==> config.mk <==
export PLATFORM = sky130hd
export DESIGN_NAME = mem_access_unit
export DESIGN_NICKNAME = d
export VERILOG_FILES = /design/src/rtl/mem_access_unit.sv
export SDC_FILE = /design/constraint.sdc
export NUM_CORES = 1
export LEC_CHECK = 0
export CORE_MARGIN = 4
export CORE_UTILIZATION = 45
export DETAILED_ROUTE_END_ITERATION = 8
export PLACE_DENSITY = 0.83
export SETUP_SLACK_MARGIN = 0.5
export SYNTH_ARGS = -nofsm -noshare
export SYNTH_HDL_FRONTEND = slang
export SYNTH_SLANG_ARGS = --single-unit
==> constraint.sdc <==
create_clock -name clock -period 2.65 [get_ports clock]
set_input_delay 0.3975 -clock clock [delete_from_list [all_inputs] [get_ports clock]]
set_output_delay 0.3975 -clock clock [all_outputs]
set_load 0.02 [all_outputs]
==> src/rtl/mem_access_unit.sv <==
// mem_access_unit: valid/ready load/store initiator that sequences the strobes of a combinational data memory.
// Optional feature macro MEM_SIGN_EXT_EN adds req_signed for sign-extending byte loads.
module mem_access_unit #(
  parameter int unsigned ADDR_W      = 18,
  parameter int unsigned DATA_W      = 32,
  parameter int unsigned MEM_DEPTH   = 256,
  parameter int unsigned WAIT_CYCLES = 1
) (
  input  logic              clock,
  input  logic              reset_n,
  input  logic              req_valid,
  output logic              req_ready,
  input  logic              req_write,
  input  logic              req_byte,
`ifdef MEM_SIGN_EXT_EN
  input  logic              req_signed,
`endif
  input  logic [ADDR_W-1:0] req_addr,
  input  logic [DATA_W-1:0] req_wdata,
  output logic              rsp_valid,
  output logic [DATA_W-1:0] rsp_rdata,
  output logic              rsp_err,
  output logic [ADDR_W-1:0] mem_address,
  output logic [DATA_W-1:0] mem_write_data,
  output logic              mem_read,
  output logic              mem_write,
  output logic              mem_byte,
  input  logic [DATA_W-1:0] mem_read_data
);

  typedef enum logic [2:0] {
    IDLE,
    SETUP,
    WSTROBE,
    RSTROBE,
    HOLD,
    RESP,
    ERR
  } state_t;

  // One extra bit so the range check covers the full address width.
  localparam logic [ADDR_W:0] DEPTH_LIM = (ADDR_W+1)'(MEM_DEPTH);
  localparam logic [3:0]      LAST_WAIT = 4'(WAIT_CYCLES - 1);

  state_t              state_q;
  state_t              state_d;
  logic [3:0]          wait_cnt;
  logic                last_wait;
  logic                accept;
  logic                addr_err;
  logic                op_write;
  logic                ext_bit;
  logic [DATA_W-1:0]   load_data;
`ifdef MEM_SIGN_EXT_EN
  logic                op_signed;
`endif

  assign accept    = req_valid && req_ready;
  assign addr_err  = {1'b0, req_addr} >= DEPTH_LIM;
  assign last_wait = (wait_cnt == LAST_WAIT);

  always_ff @(posedge clock) begin
    if (!reset_n) begin
      state_q <= IDLE;
    end else begin
      state_q <= state_d;
    end
  end

  always_comb begin
    state_d   = state_q;
    req_ready = 1'b0;
    rsp_valid = 1'b0;
    rsp_err   = 1'b0;
    case (state_q)
      IDLE: begin
        req_ready = 1'b1;
        if (req_valid) state_d = addr_err ? ERR : SETUP;
      end
      SETUP:   state_d = op_write ? WSTROBE : RSTROBE;
      WSTROBE: state_d = HOLD;
      RSTROBE: if (last_wait) state_d = HOLD;
      HOLD:    state_d = RESP;
      RESP: begin
        rsp_valid = 1'b1;
        state_d   = IDLE;
      end
      ERR: begin
        rsp_valid = 1'b1;
        rsp_err   = 1'b1;
        state_d   = IDLE;
      end
      default: state_d = IDLE;
    endcase
  end

  // Strobes are registered from the next state so they are glitch-free flop outputs
  // while still asserting in exactly the WSTROBE/RSTROBE cycles.
  always_ff @(posedge clock) begin
    if (!reset_n) begin
      mem_write <= 1'b0;
      mem_read  <= 1'b0;
    end else begin
      mem_write <= (state_d == WSTROBE);
      mem_read  <= (state_d == RSTROBE);
    end
  end

  always_ff @(posedge clock) begin
    if (!reset_n) begin
      wait_cnt <= '0;
    end else if (state_q == RSTROBE && !last_wait) begin
      wait_cnt <= wait_cnt + 4'd1;
    end else begin
      wait_cnt <= '0;
    end
  end

  always_comb begin
    ext_bit = 1'b0;
`ifdef MEM_SIGN_EXT_EN
    ext_bit = op_signed & mem_read_data[7];
`endif
    load_data = mem_read_data;
    if (mem_byte) load_data = {{(DATA_W-8){ext_bit}}, mem_read_data[7:0]};
  end

  // Rejected requests leave the memory-side address/data/byte untouched.
  always_ff @(posedge clock) begin
    if (!reset_n) begin
      mem_address    <= '0;
      mem_write_data <= '0;
      mem_byte       <= 1'b0;
      op_write       <= 1'b0;
      rsp_rdata      <= '0;
`ifdef MEM_SIGN_EXT_EN
      op_signed      <= 1'b0;
`endif
    end else begin
      if (accept) begin
        op_write <= req_write;
`ifdef MEM_SIGN_EXT_EN
        op_signed <= req_signed;
`endif
        if (addr_err) begin
          rsp_rdata <= '0;
        end else begin
          mem_address    <= req_addr;
          mem_write_data <= req_wdata;
          mem_byte       <= req_byte;
        end
      end
      if (state_q == RSTROBE && last_wait) rsp_rdata <= load_data;
      if (state_q == HOLD && op_write) rsp_rdata <= '0;
    end
  end

endmodule

# After elaboration in Yosys (flattened, before gate mapping)
# Index checks and enable logic that the tools add are counted.
dict set report totals {
  inputBits 87
  out_inout_bits 88
  elab_cells 47
  ff_bits 93
}
dict set report classes {
  reduce_logical 14
  n_mux 12
  bitwise_logic 2
  addsub 1
  n_lt_le_gt_ge 1
  n_eq_ne 8
}
# op n
set op_table {}
lappend op_table {{32-bit two-way mux} 4}
lappend op_table {{18-bit by 9-bit >= comparator with 1-bit output (second input constant)} 1}
lappend op_table {{3-bit one-hot mux with 5 select lines} 1}
lappend op_table {{3-bit by 2-bit equality test with 1-bit output (second input constant)} 4}
lappend op_table {{3-bit equality test (second input constant)} 3}
lappend op_table {{3-bit two-way mux} 3}
lappend op_table {{2-bit AND reduction} 3}
lappend op_table {{4-bit by 1-bit adder with 4-bit output (second input constant)} 1}
lappend op_table {{1-bit logical AND} 4}
lappend op_table {{4-bit logical NOT} 1}
lappend op_table {{1-bit two-way mux} 4}
lappend op_table {{2-bit nonzero test} 2}
lappend op_table {{2-bit OR reduction} 2}
lappend op_table {{3-bit by 1-bit equality test with 1-bit output (second input constant)} 1}
lappend op_table {{3-bit logical NOT} 1}
lappend op_table {{1-bit inverter} 2}
lappend op_table {{1-bit logical NOT} 1}

# Longest topological paths before layout
# Gate-level depths: netlist of the first run.
dict set report depth {
  ltp_word 5
  ltp_mapped 7
  ltp_nobuf 5
}

# Worst setup path after synthesis of the first run
# No wires, ideal clock.
dict set report synth_timing {
  path_kind {input -> register}
  startpoint {in req_addr[13]}
  endpoint {reg mem_address[0]}
  path_buffers 1
  required_ns 2.578
  setup_time_ns 0.072
  cell_stages 4
  setup_slack_ns 0.802
  arrival_ns 1.777
  cell_sequence {or4_4 -> nor4_4 -> buf_6 -> mux2i_1}
}
dict set report synth_via {
  elab_chain_cells 3
}
# element line
set synth_rtl {}
lappend synth_rtl {{from (decl)} 18} ;# input logic [ADDR_W-1:0] req_addr,
lappend synth_rtl {{18-bit by 9-bit >= comparator with 1-bit output} 59} ;# assign addr_err = {1'b0, req_addr} >= DEPTH_LIM;
lappend synth_rtl {{1-bit inverter (no source line)} -}
lappend synth_rtl {{2-bit AND reduction (no source line)} -}
lappend synth_rtl {{to (signal assigned)} 148} ;# mem_address <= req_addr;
lappend synth_rtl {{to (decl)} 23} ;# output logic [ADDR_W-1:0] mem_address,
# Every way passes these cells.
# A chain may end at the register's enable or synchronous reset.

# Final worst setup path of the first run
dict set report layout_timing {
  startpoint {reg state_q[2]}
  endpoint {out rsp_err}
}
dict set report layout_via {
  elab_chain_cells 2
}
# element line
set layout_rtl {}
lappend layout_rtl {{from (decl)} 45} ;# state_t state_q;
lappend layout_rtl {{from (signal assigned)} 66} ;# state_q <= state_d;
lappend layout_rtl {{3-bit equality test} 75} ;# case (state_q)
lappend layout_rtl {{1-bit two-way mux} 75}
lappend layout_rtl {{to (decl)} 22} ;# output logic rsp_err,
# Every way passes these cells.

==> qor_table.md, run 1 <==
| Result | This run |
| --- | --- |
| Final cycle utilization of the critical path | 0.805 |
| Peak supply drop | 0.000309 V |
| Die width | 100 um |
| Antenna diode count | 0 |
| Max clock buf depth | 2 |
| TNS Setup | 0 ps |
| Weighted congestion at the end of routability-driven global placement | 0.799 |
| Vias in the first global route | 3474 |
| Share of cells above drive strength 1 | 0.0674 |
| CTS H-tree depth | 3 |
| Post-route ant nets | 0 |
| HPWL reported at the end of detailed placement | 7610 um |
| Count of vias placed by the detailed router | 3617 |
| GR Util All Layers | 0.205 |
| Initial antenna violation count | 0 |
| TritonCTS buffer count | 9 |
| Yosys Warn Count | 0 |
| Root cell of the clock tree | sky130_fd_sc_hd__clkbuf_8 |
| Number of hold violations in the final report | 0 |
| Worst skew pair latency | 340 ps |
| IO Pins | 175 |
| Total of flip-flops plus latches after synthesis | 93 |
| Instance area at placement | 5610 um^2 |
| Setup slack on the worst flop-to-flop path | 660 ps |
| Maximum clock frequency | 469 MHz |
| Synth async-reset ratio | 0 |
| Worst Hold Path Cells | 2 |
| Maximum clock skew at final layout | 10.4 ps |
| Final Setup Violations | 0 |
| End of the worst hold path | mem_write_data[14]$_SDFFE_PN0P_ |
| PortBufs | 174 |
| Distinct cell type count of the synthesized netlist | 43 |
| Wire per inst | 16.2 um |
| Minimum setup slack in the final design | 517 ps |
| Drt drc | 0 |
| Syn Nets | 488 |
| Post-synth EDFFs | 0 |
| Hold-fix buffers at CTS | 0 |
| Endpoint type of the worst setup path | output pin |
| Path type of the worst min-delay path | reg -> reg |
| Cell area after synthesis | 3820 um^2 |
| Result of the run | completed |
| Synthesized area per cell | 9.58 um^2 |
| Clk sinks | 93 |
| Minimum clock period | 2130 ps |
| First-pass GRT wire length | 16800 um |
| Pre-CTS worst setup slack | 214 ps |
| Clock tree from TritonCTS | done |
| Vertical extent of the die | 100 um |
| Area growth from synthesis to layout | 52.7% |
| Simple-gate share of the synthesized area | 0.165 |
| Data required time at the worst endpoint | 2250 ps |
| Worst-case headroom to the max-slew limit | 0.521 |
| Multiplexer area fraction after synthesis | 0.107 |
| Compound-gate portion of the synthesized area | 0.152 |
| Cells after Synth | 399 |
| End of the worst register-to-register path | mem_write_data[25]$_SDFFE_PN0P_ |
| Num rows | 33 |
| Share of the yosys chip area belonging to registers | 0.487 |
| Logic depth of the worst register-to-register path | 5 |
| Remaining Overflow, GRT | 0 |
| XOR/XNOR Fraction of Synth Area | 0.00916 |
| Total Routed Length | 10800 um |
| First DRT Iteration DRCs | 99 |
| Max-slew violation total from the final report | 0 |
| Setup repair after global routing missed its margin | yes |
| Power density normalized to cell area | 527 nW/um^2 |
| WS Path Type | reg -> out |
| Adder-cell share of the synthesized area | 0.00654 |
| Area of the placeable core | 8260 um^2 |
| Largest family of logic cells by synthesized area | simple AND/OR/NAND/NOR gates |
| Final Instance Area | 5840 um^2 |
| Worst r2r src | state_q[1]$_SDFF_PN0_ |
| Vias per std cell | 5.41 |
| Count of nets after finishing | 648 |
| Pin slew with the least headroom to its limit | 717 ps |
| Largest net degree at the start of global routing | 56 |
| Type of element launching the critical path | register |
| CP Data Arrival Time | 1740 ps |
| Launch instance of the worst min-delay path | mem_write_data[14]$_SDFFE_PN0P_ |
| Clock-pin transition on the worst setup and hold timing paths | 90 ps |
| Pleak | 2.11 nW |
| First drt pass iteration count | 4 |
| Total die area | 10000 um^2 |
| # Max-Cap Violations | 0 |
| Initial core utilization | 0.463 |
| Main synth FF type | sky130_fd_sc_hd__dfxtp_1 |
| Largest driver fanout on the critical path | 12 |
-- worst max path at each step --
stage                                      end             startpoint  depth (start not counted)  slack [ps]
2_1_floorplan      mem_address[0]$_SDFFE_PN0P_           req_addr[13]                          4         800
3_3_place_gp       mem_address[5]$_SDFFE_PN0P_           req_addr[13]                          5         330
3_5_place_dp   mem_write_data[20]$_SDFFE_PN0P_           req_addr[13]                          5         210
4_1_cts                                rsp_err  state_q[2]$_SDFF_PN0_                          3         470
5_1_grt                                rsp_err  state_q[2]$_SDFF_PN0_                          3         420
6_report                               rsp_err  state_q[2]$_SDFF_PN0_                          3         520
-- critical path, stage by stage, from the launching register on --
cell and delay [ps]:
sky130_fd_sc_hd__dfxtp_4 440, sky130_fd_sc_hd__nor2b_1 190, sky130_fd_sc_hd__and2_1 150, sky130_fd_sc_hd__clkdlybuf4s50_1 620
-- sequential cells by signal, summed over array words and instances (netlist names) --
signal / flops
mem_read: 1
state_q: 3
wait_cnt: 4
mem_address: 18
mem_write_data: 32
op_write: 1
mem_write: 1
mem_byte: 1
rsp_rdata: 32
-- power breakdown --
group	total [mW]	leakage, nW	internal [mW]	switching (mW)
Combinational	0.650	1.27	0.308	0.342
Clock	0.919	0.0923	0.435	0.483
Sequential	1.51	0.752	1.44	0.0678
Total	3.08	2.11	2.19	0.893
-- cells in the final DEF, fill, tap and decap left out, types with 2 or more instances in the layout --
master,count
sky130_fd_sc_hd__a21oi_1,2
sky130_fd_sc_hd__a31oi_1,2
sky130_fd_sc_hd__a32o_1,8
sky130_fd_sc_hd__and2_1,2
sky130_fd_sc_hd__and3_1,10
sky130_fd_sc_hd__buf_4,11
sky130_fd_sc_hd__clkbuf_8,9
sky130_fd_sc_hd__clkdlybuf4s50_1,173
sky130_fd_sc_hd__clkinv_2,2
sky130_fd_sc_hd__clkinvlp_4,2
sky130_fd_sc_hd__dfxtp_1,90
sky130_fd_sc_hd__dfxtp_4,3
sky130_fd_sc_hd__ha_1,2
sky130_fd_sc_hd__inv_1,28
sky130_fd_sc_hd__mux2i_1,41
sky130_fd_sc_hd__nand2_1,85
sky130_fd_sc_hd__nand3_1,3
sky130_fd_sc_hd__nand4_1,2
sky130_fd_sc_hd__nand4bb_1,2
sky130_fd_sc_hd__nor2_1,5
sky130_fd_sc_hd__nor3b_1,2
sky130_fd_sc_hd__nor4_1,2
sky130_fd_sc_hd__nor4b_2,2
sky130_fd_sc_hd__o2111ai_1,24
sky130_fd_sc_hd__o32ai_1,24
sky130_fd_sc_hd__xnor2_1,2
sky130_fd_sc_hd__xor2_1,2
-- logic make-up after synthesis --
kind of cell / Yosys count
flip-flops: 93
buffers and inverters: 65
XOR/XNOR: 4
adder cells (fa/ha/maj): 2
AND/OR/NAND/NOR: 127
AO/OA/AOI/OAI: 67
multiplexers: 41
-- what timing repair did --
action | CTS | global route
gates resized for setup | 3 | 4
endpoints found under the setup margin | 2 | 4
gates cloned | 0 | 1
buffers inserted | 0 | 1
pin swaps | 0 | 2
-- area by class of cell --
type | count | area, um^2
well taps | 105 | 131
fillers | 659 | 2420
clock inverters | 6 | 63.8
multi-input cells | 241 | 1690
clock buffers | 10 | 128
flip-flops and latches | 93 | 1870
inverters | 28 | 105
repair buffers | 186 | 1850
-- cells in the mapped netlist (4+ instances only) --
cell / count / area (um^2)
sky130_fd_sc_hd__a32o_1: 8 / 80.1
sky130_fd_sc_hd__and3_1: 10 / 62.6
sky130_fd_sc_hd__buf_1: 6 / 22.5
sky130_fd_sc_hd__buf_2: 4 / 20.0
sky130_fd_sc_hd__buf_6: 4 / 45.0
sky130_fd_sc_hd__clkbuf_1: 23 / 86.3
sky130_fd_sc_hd__dfxtp_1: 93 / 1860
sky130_fd_sc_hd__inv_1: 28 / 105
sky130_fd_sc_hd__mux2i_1: 41 / 410
sky130_fd_sc_hd__nand2_1: 85 / 319
sky130_fd_sc_hd__nor2_1: 5 / 18.8
sky130_fd_sc_hd__o2111ai_1: 24 / 210
sky130_fd_sc_hd__o32ai_1: 24 / 210
-- per-layer routing --
| layer | track usage | vias to the layer above | part of all wire |
|---|---|---|---|
| met5 | 0 | - | 0 |
| met4 | 0.0580 | 0 | 0.0067 |
| met3 | 0.0500 | 8 | 0.085 |
| met2 | 0.345 | 142 | 0.47 |
| met1 | 0.261 | 1719 | 0.43 |
| li1 | - | 1748 | - |
-- per-stage QoR --
stage / util / hold WS [ps] / std cells / power, mW
finish: 0.707 / 460 / 669 / 3.08
global route: 0.707 / 484 / 669 / 3.23
CTS: 0.703 / 463 / 667 / 3.09
detailed placement: 0.680 / 450 / 651 / 2.17
global placement: 0.680 / 441 / 651 / 2.16
floorplan: - / 430 / 399 / 1.88
Power figures use the tool's default switching activity.
==> run 2: changes to the inputs <==
--- a/config.mk
+++ b/config.mk
@@ -6,9 +6,9 @@
 export NUM_CORES = 1
 export LEC_CHECK = 0
 export CORE_MARGIN = 4
-export CORE_UTILIZATION = 45
+export CORE_UTILIZATION = 37
 export DETAILED_ROUTE_END_ITERATION = 8
-export PLACE_DENSITY = 0.83
+export PLACE_DENSITY = 0.73
 export SETUP_SLACK_MARGIN = 0.5
 export SYNTH_ARGS = -nofsm -noshare
 export SYNTH_HDL_FRONTEND = slang
==> constraint.sdc (replaced) <==
create_clock -name clock -period 1.9 [get_ports clock]
set_input_delay 0.285 -clock clock [delete_from_list [all_inputs] [get_ports clock]]
set_output_delay 0.285 -clock clock [all_outputs]
set_load 0.02 [all_outputs]
==> run 2 against run 1 <==
Net effect: sequential share of layout area is 3.3 points lower; clock-buffer cell count shrank 1; first-iteration DRC count increased by 95%; cell area is 11% higher; power is 61% higher; setup slack got worse by 430 ps; clock power grew 57%; non-clock buffer count increased by 42; cell count grew 10%; critical endpoint is now rsp_valid; largest cell class is now non-clock buffers; highest routed layer unchanged.
==> qor_table.md, run 2 (synthesis results as in run 1) <==
| Result | This run | vs previous |
| --- | --- | --- |
| Result of the run | completed | unchanged |
| GR Util All Layers | 0.194 | was 0.205 |
| Path type of the worst min-delay path | in -> reg | was reg -> reg |
| Initial core utilization | 0.386 | was 0.463 |
| WS Path Type | reg -> out | unchanged |
| HPWL reported at the end of detailed placement | 7710 um | was 7610 um |
| # Max-Cap Violations | 0 | unchanged |
| Final cycle utilization of the critical path | 0.953 |  |
| Clock tree from TritonCTS | done | unchanged |
| Area of the placeable core | 9910 um^2 | was 8260 um^2 |
| Largest registers in the final layout | mem_write_data x32, rsp_rdata x32, mem_address x18 | unchanged |
| Max-slew violation total from the final report | 0 | unchanged |
| TritonCTS buffer count | 9 | unchanged |
| Total Routed Length | 12300 um | was 10800 um |
| Count of nets after finishing | 690 | was 648 |
| First-pass GRT wire length | 18300 um | was 16800 um |
| Share of cells above drive strength 1 | 0.172 | was 0.0674 |
| Setup repair after global routing missed its margin | yes | unchanged |
| Leading cell type in the layout, fill and taps excluded | sky130_fd_sc_hd__dfxtp_1 | was sky130_fd_sc_hd__clkdlybuf4s50_1 |
| Clock-pin transition on the worst setup and hold timing paths | 90 ps | about the same |
| Remaining Overflow, GRT | 0 | unchanged |
| Final Setup Violations | 0 | unchanged |
| Weighted congestion at the end of routability-driven global placement | 0.765 | was 0.799 |
| Hold-fix buffers at CTS | 0 | unchanged |
| Antenna diode count | 0 | unchanged |
| Count of vias placed by the detailed router | 3779 | was 3617 |
| Grt met3 use | 0.0388 | was 0.0500 |
| Top Usage Layer GRT | met2 | unchanged |
| Num rows | 36 | was 33 |
| Met1 track demand over resource in global routing | 0.241 | was 0.261 |
| TNS Setup | 0 ps | unchanged |
| Die width | 110 um | was 100 um |
| Type of element launching the critical path | register | unchanged |
| Most frequent cells in the layout | 88 x sky130_fd_sc_hd__dfxtp_1, 85 x sky130_fd_sc_hd__nand2_1, 82 x sky130_fd_sc_hd__dlygate4sd2_1 | was 173 x sky130_fd_sc_hd__clkdlybuf4s50_1, 90 x sky130_fd_sc_hd__dfxtp_1, 85 x sky130_fd_sc_hd__nand2_1 |
| Largest net degree at the start of global routing | 88 | was 56 |
| Pleak | 2.86 nW | was 2.11 nW |
| Minimum clock period | 1810 ps |  |
| Pin slew with the least headroom to its limit | 534 ps | was 717 ps |
| Largest driver fanout on the critical path | 5 | was 12 |
| Worst-case headroom to the max-slew limit | 0.641 | was 0.521 |
| Instance area at placement | 5790 um^2 | was 5610 um^2 |
| Power density normalized to cell area | 764 nW/um^2 | was 527 nW/um^2 |
| Number of hold violations in the final report | 0 | unchanged |
| Number of inserted filler cells in the final layout | 798 | was 659 |
| Vias per std cell | 5.11 | was 5.41 |
| First drt pass iteration count | 6 | was 4 |
| Area growth from synthesis to layout | 70.0% | was 52.7% |
| Max clock buf depth | 2 | unchanged |
| Root cell of the clock tree | sky130_fd_sc_hd__clkbuf_8 | unchanged |
| First DRT Iteration DRCs | 193 | was 99 |
| Drt drc | 0 | unchanged |
| Data required time at the worst endpoint | 1620 ps | was 2250 ps |
| CTS H-tree depth | 3 | unchanged |
| Wire per inst | 16.7 um | was 16.2 um |
| Final Instance Area | 6500 um^2 | was 5840 um^2 |
| Vias in the first global route | 3668 | was 3474 |
| Worst skew pair latency | 360 ps | was 340 ps |
| CP Data Arrival Time | 1520 ps | was 1740 ps |
| Clk sinks | 93 | unchanged |
| Initial antenna violation count | 0 | unchanged |
| Maximum clock frequency | 553 MHz |  |
| IO Pins | 175 | unchanged |
| Endpoint type of the worst setup path | output pin | unchanged |
| Post-route ant nets | 0 | unchanged |
| Maximum clock skew at final layout | 9.92 ps | was 10.4 ps |
| PortBufs | 174 | unchanged |
| Peak supply drop | 0.000448 V | was 0.000309 V |
| Total power consumption of the routed design | 4.96 mW | was 3.08 mW |
| Total die area | 12000 um^2 | was 10000 um^2 |
| Routing usage on met2 | 0.324 | was 0.345 |
| Vertical extent of the die | 110 um | was 100 um |
==> run 2: layer usage <==
layer  routed length [um]  vias up
met5                    0        -
met4                  289        0
met3                  809       24
met2                 5950      151
met1                 5270     1774
li1                     -     1830
==> run 2: per-stage QoR <==
stage                     setup WS, ps  instances  hold WS (ps)  utilization
after floorplan                    157        399           407            -
after global placement            -262        692           441        0.584
after detailed placement          -352        692           447        0.584
after CTS                         87.7        732           295        0.640
after global routing              27.7        739           323        0.656
final                             90.2        739           331        0.656
==> run 2: critical path: stages (launching register included) <==
cell                              delay [ps]
sky130_fd_sc_hd__dfxtp_2                 340
sky130_fd_sc_hd__buf_4                   150
sky130_fd_sc_hd__buf_8                   130
sky130_fd_sc_hd__xor2_1                  150
sky130_fd_sc_hd__and2_1                  160
sky130_fd_sc_hd__clkdlybuf4s15_2         250
==> run 2: area by class of cell <==
type	instances	area, um^2	area share
flip-flops and latches	93	1870	0.287
clock inverters	7	90.1	0.0139
repair buffers	228	2340	0.360
inverters	28	105	0.0162
clock buffers	9	124	0.0191
multi-input cells	241	1800	0.277
well taps	133	166	0.0256
==> run 2: repair_timing <==
action	CTS	global route
pin swaps	6	3
gates cloned	9	3
setup buffers	15	4
gates resized for setup	156	21
endpoints found under the setup margin	176	95
==> run 2: final timing paths <==
path	from	endpoint	slack [ps]	cells past startpoint
max reg2reg	state_q[1]$_SDFF_PN0_	rsp_rdata[21]$_SDFFE_PP0P_	110	6
min	reset_n	state_q[2]$_SDFF_PN0_	330	3
min reg2reg	mem_address[2]$_SDFFE_PN0P_	mem_address[2]$_SDFFE_PN0P_	460	2
max	state_q[1]$_SDFF_PN0_	rsp_valid	90	5
==> run 2: report_power, final <==
part	switching [mW]	internal [mW]	leakage, nW
clock network	0.709	0.734	0.105
registers	0.0468	2.00	0.752
logic	0.678	0.790	2.01
